`src/rtl/tff_toggle_monitor.sv`:
```
// Watches the q output of a T flip-flop stage. It flags rising and falling toggles,
// counts toggles while enabled, and measures the rise-to-rise period of q.
module tff_toggle_monitor #(
   parameter int unsigned      CNT_W    = 8,
   parameter logic [CNT_W-1:0] TC_VALUE = 8'd16
) (
   input  logic             clk,
   input  logic             rst,
   input  logic             q_in,
   input  logic             enable,
   input  logic             clear,
   output logic             rise_pulse,
   output logic             fall_pulse,
   output logic [CNT_W-1:0] toggle_cnt,
   output logic             cnt_wrap,
   output logic             tc_hit,
   output logic [CNT_W-1:0] period,
   output logic             period_valid,
   output logic             period_ovf,
   output logic [1:0]       fsm_state
);

   typedef enum logic [1:0] {
      IDLE    = 2'd0,
      ARMED   = 2'd1,
      MEASURE = 2'd2
   } state_t;

   localparam logic [CNT_W-1:0] CNT_MAX = '1;
   localparam logic [CNT_W-1:0] CNT_ONE = {{(CNT_W-1){1'b0}}, 1'b1};

   logic             q_d;
   logic             primed;
   logic             rise;
   logic             fall;
   logic [CNT_W-1:0] cnt_inc;
   state_t           state;
   state_t           state_n;
   logic [CNT_W-1:0] pcnt;
   logic [CNT_W-1:0] pcnt_n;
   logic             capture;

   // primed masks the first sampled level so q_in=1 at reset release is not a rise.
   assign rise    = primed & q_in & ~q_d;
   assign fall    = primed & ~q_in & q_d;
   assign cnt_inc = toggle_cnt + CNT_ONE;

   always_ff @(posedge clk) begin
      if (!rst) begin
         q_d        <= 1'b0;
         primed     <= 1'b0;
         rise_pulse <= 1'b0;
         fall_pulse <= 1'b0;
      end else begin
         q_d <= q_in;
         if (clear) begin
            primed     <= 1'b0;
            rise_pulse <= 1'b0;
            fall_pulse <= 1'b0;
         end else begin
            primed     <= 1'b1;
            rise_pulse <= rise;
            fall_pulse <= fall;
         end
      end
   end

   always_ff @(posedge clk) begin
      if (!rst) begin
         toggle_cnt <= '0;
         cnt_wrap   <= 1'b0;
         tc_hit     <= 1'b0;
      end else if (clear) begin
         toggle_cnt <= '0;
         cnt_wrap   <= 1'b0;
         tc_hit     <= 1'b0;
      end else begin
         tc_hit <= 1'b0;
         if (enable && (rise || fall)) begin
            toggle_cnt <= cnt_inc;
            tc_hit     <= (cnt_inc == TC_VALUE);
            if (toggle_cnt == CNT_MAX) begin
               cnt_wrap <= 1'b1;
            end
         end
      end
   end

   always_comb begin
      state_n = state;
      pcnt_n  = pcnt;
      capture = 1'b0;
      case (state)
         IDLE: begin
            pcnt_n = '0;
            if (enable) begin
               state_n = ARMED;
            end
         end
         ARMED: begin
            pcnt_n = '0;
            if (!enable) begin
               state_n = IDLE;
            end else if (rise) begin
               state_n = MEASURE;
               pcnt_n  = CNT_ONE;
            end
         end
         MEASURE: begin
            // Dropping enable wins over a coincident rise: no capture.
            if (!enable) begin
               state_n = IDLE;
               pcnt_n  = '0;
            end else if (rise) begin
               capture = 1'b1;
               pcnt_n  = CNT_ONE;
            end else if (pcnt != CNT_MAX) begin
               pcnt_n = pcnt + CNT_ONE;
            end
         end
         default: begin
            state_n = IDLE;
            pcnt_n  = '0;
         end
      endcase
      if (clear) begin
         state_n = IDLE;
         pcnt_n  = '0;
         capture = 1'b0;
      end
   end

   always_ff @(posedge clk) begin
      if (!rst) begin
         state <= IDLE;
         pcnt  <= '0;
      end else begin
         state <= state_n;
         pcnt  <= pcnt_n;
      end
   end

   always_ff @(posedge clk) begin
      if (!rst) begin
         period       <= '0;
         period_valid <= 1'b0;
         period_ovf   <= 1'b0;
      end else if (clear) begin
         period       <= '0;
         period_valid <= 1'b0;
         period_ovf   <= 1'b0;
      end else begin
         period_valid <= capture;
         if (capture) begin
            period     <= pcnt;
            period_ovf <= (pcnt == CNT_MAX);
         end
      end
   end

   assign fsm_state = state;

endmodule

```
`config.mk`:
```
export PLATFORM = sky130hd
export DESIGN_NAME = tff_toggle_monitor
export DESIGN_NICKNAME = d
export VERILOG_FILES = /design/src/rtl/tff_toggle_monitor.sv
export SDC_FILE = /design/constraint.sdc
export NUM_CORES = 1
export LEC_CHECK = 0
export CAP_MARGIN = 20
export CORE_MARGIN = 5
export CORE_UTILIZATION = 55
export CTS_CLUSTER_SIZE = 10
export DETAILED_ROUTE_END_ITERATION = 10
export PLACE_DENSITY = 0.92
export RECOVER_POWER = 25
export SKIP_LAST_GASP = 1
export SLEW_MARGIN = 20
export SYNTH_ARGS = -nofsm -noshare
export SYNTH_HDL_FRONTEND = slang
export SYNTH_SLANG_ARGS = --single-unit
```
`constraint.sdc`:
```
create_clock -name clk -period 2.72 [get_ports clk]
set_input_delay 0.544 -clock clk [delete_from_list [all_inputs] [get_ports clk]]
set_output_delay 0.544 -clock clk [all_outputs]
set_load 0.02 [all_outputs]
```
==> summary.txt <==
Clocking
  • Cts repair resizes: 0
  • Setup bufs post-CTS: 0
  • Clock Latency Late Sink: 330 ps
  • Hold-fix buffers, CTS: 0
  • Clock root buffer master: clkbuf_4
  • CTS Buf Count: 5
  • Clock sink count: 34
  • CTS Buffer Depth: 2
  • H-Tree Depth: 2
  • CTS tree: built
  • Clock-pin slew reported for the worst setup and hold paths after clock tree synthesis: 90 ps

Logic synthesis
  • Top cells by area, synth: dfxtp_1 (42%), nor2_1 (6.3%), mux2i_1 (5.6%)
  • Post-synth top area share: 0.425
  • Main synth FF type: dfxtp_1
  • Asr flop ratio synth: 0
  • Post-synth EDFFs: 0
  • Top cell type by total area after synthesis: dfxtp_1
  • Register bit total from synthesis: 34
  • Mapped cell area: 0.00160 sq mm
  • Unique masters post-synth: 44
  • Cells after Synth: 176
  • Post-synthesis average cell area: 9.11 sq um
  • Yosys warnings: 0
  • Syn nets: 186
  • Seq/Total Area, Yosys: 0.425

Critical path
  • Reg-to-reg startpoint: fsm_state[0]$_SDFFE_PP0P_
  • Crit path arrival time: 2200 ps
  • Critical path peak fanout: 7
  • Crit path launch type: input port
  • R2r setup slk: 890 ps
  • Critical Path Slowest Stage Cell: dlygate4sd3_1
  • Setup crit end kind: flip-flop
  • Critical setup path kind: in2reg
  • Crit-path max cell delay: 600 ps
  • Crit path top cell by count: xnor2_1
  • Worst path required time: 2920 ps
  • Worst R2R Path Depth: 5
  • R2r endpoint: pcnt[7]$_SDFFE_PP0P_
  • Critical path cell sequence: dlygate4sd3_1, xnor2_1, nor4_1, xnor2_1, nor2_1

Layout
  • Share of cells above drive strength 1: 0.0769
  • # fillers: 206
  • Ant. Diodes: 0
  • Layout area overhead: 19.9%
  • Nets: 218

Routing
  • Drt initial violations: 56
  • DRT Pass-1 Iters: 4
  • Via count: 1360
  • Antenna Violating Nets Remaining: 0
  • Routed WL: 3440 um
  • Routed WL per cell: 14.4 um
  • Routed vias/inst: 5.69
  • DRC violations left: 0

Hold path
  • Hold WC Path Type: reg2reg
  • Hold path depth: 2
  • Hold_sp: cnt_wrap$_SDFFE_PP0P_
  • Worst Hold Endpoint: cnt_wrap$_SDFFE_PP0P_

Timing
  • Setup TNS: 0 ps
  • Maximum clock frequency: 0.501 GHz
  • Slew HR: 0.542
  • RSZ-0062 raised after global routing: false
  • Crit path time final: 2000 ps
  • Final setup violation count: 0
  • Slew Viols, Final: 0
  • Slew @ Worst Pin: 682 ps
  • Hold WS: 486 ps
  • Final Hold Fails: 0
  • Worst Skew: 5.64 ps
  • Final worst-path cycle share: 0.734

Outcome
  • Run status: complete, no violations

Die
  • Die Wd: 64.0 um
  • # IOs: 29
  • Cell Rows: 19
  • Full die area: 0.00409 sq mm
  • Core area: 0.00278 sq mm
  • Initial Util: 0.576
  • Die height: 64.0 um

Pwr
  • Leakage power total: 0.620 nW
  • Pwr Density: 417 mW/mm^2
  • Peak supply drop: 0.000426 V

Global route
  • Total GRT Usage: 0.174
  • Vias in the first global route: 1362
  • First-pass GRT wire length: 5800 um
  • Initial antenna violation count: 0
  • Remaining Overflow, GRT: 0
  • Largest net degree at the start of global routing: 13

Placement
  • GPL Wtd Cong: 0.860
  • Hpwl dp: 2600 um
  • Port bufs: 28

Job
  • Max-Cap Viols: 0
[cells in the final DEF, fill, tap and decap left out, drive strengths merged, types with 7 or more instances in the layout]
master	instances
a21oi	12
clkbuf	8
clkdlybuf4s50	26
dfxtp	34
inv	8
mux2i	9
nand2	8
nand3	8
nor2	28
nor3	7
xnor2	8
[critical path: cells and delay by family]
family        cells  cell delay, ps
xor+xnor          2             460
buf+inv           1             600
simple gates      2             600
[stage by stage]
stage               power, mW  instance area [sq um]   util  worst slack (ps)  instances
floorplan               0.547                   1600      -               972        176
global placement        0.564                   1910  0.688               642        232
detailed placement      0.566                   1910  0.688               608        232
CTS                     0.813                   1960  0.704               711        239
global route            0.840                   1920  0.691               639        239
finish                  0.801                   1920  0.691               724        239
[cells by family (layout without fill, tap and decap cells)]
| kind of cell | count (synthesis) | in the layout | synth area share |
|---|---|---|---|
| AND/OR/NAND/NOR | 76 | 76 | 0.275 |
| flip-flops | 34 | 34 | 0.425 |
| AO/OA/AOI/OAI | 28 | 28 | 0.104 |
| buffers and inverters | 14 | 46 | 0.0382 |
| multiplexers | 10 | 10 | 0.0656 |
| XOR/XNOR | 9 | 9 | 0.0539 |
| adder cells (fa/ha/maj) | 5 | 5 | 0.0390 |
[worst max-delay path by stage]
stage                                           from                    endpoint  slack [ps]
after floorplan            fsm_state[0]$_SDFFE_PP0P_        pcnt[7]$_SDFFE_PP0P_         970
after global placement                          q_in  toggle_cnt[7]$_SDFFE_PP0P_         640
after detailed placement                        q_in      period[0]$_SDFFE_PP0P_         610
after CTS                 toggle_cnt[4]$_SDFFE_PP0P_               toggle_cnt[4]         710
after global routing      toggle_cnt[4]$_SDFFE_PP0P_               toggle_cnt[4]         640
final                                           q_in  toggle_cnt[6]$_SDFFE_PP0P_         720
[report_power, final]
part | total (mW) | switching, mW | internal, mW
Sequential | 0.503 | 0.00294 | 0.500
Clock | 0.251 | 0.153 | 0.0974
Combinational | 0.0467 | 0.0283 | 0.0183
[routing by layer]
layer	up-vias	global-route usage	wire [um]
met1	629	0.189	1470
met5	-	0	0
li1	684	-	-
met2	39	0.314	1750
met3	8	0.0420	155
met4	0	0.0831	68
[layout make-up]
class | instances | area [sq um] | share of cell area
well taps | 31 | 38.8 | 0.0202
multi-input cells | 128 | 828 | 0.431
inverters | 8 | 30.0 | 0.0156
flip-flops and latches | 34 | 681 | 0.354
repair buffers | 31 | 299 | 0.156
clock buffers | 7 | 45.0 | 0.0234
[cells in the mapped netlist, types with 2 or more instances]
cell	number
nor2_1	27
nand2_1	7
nand2b_1	2
inv_1	8
and2_1	2
and3_1	3
nor3_2	2
a21oi_1	12
ha_1	5
o21ai_0	4
nor3_1	5
o21a_1	2
a31oi_1	3
o211ai_1	2
nand4_1	5
nand3_1	7
dfxtp_1	34
clkbuf_1	4
xnor2_1	7
nand3b_1	2
mux2i_1	9
o22ai_1	2
[sequential cells by signal (all words and copies together) (netlist names), 2 cells and up]
signal / cells
fsm_state: 2
pcnt: 8
period: 8
toggle_cnt: 8
No activity file was read; power rests on OpenSTA's default activity.
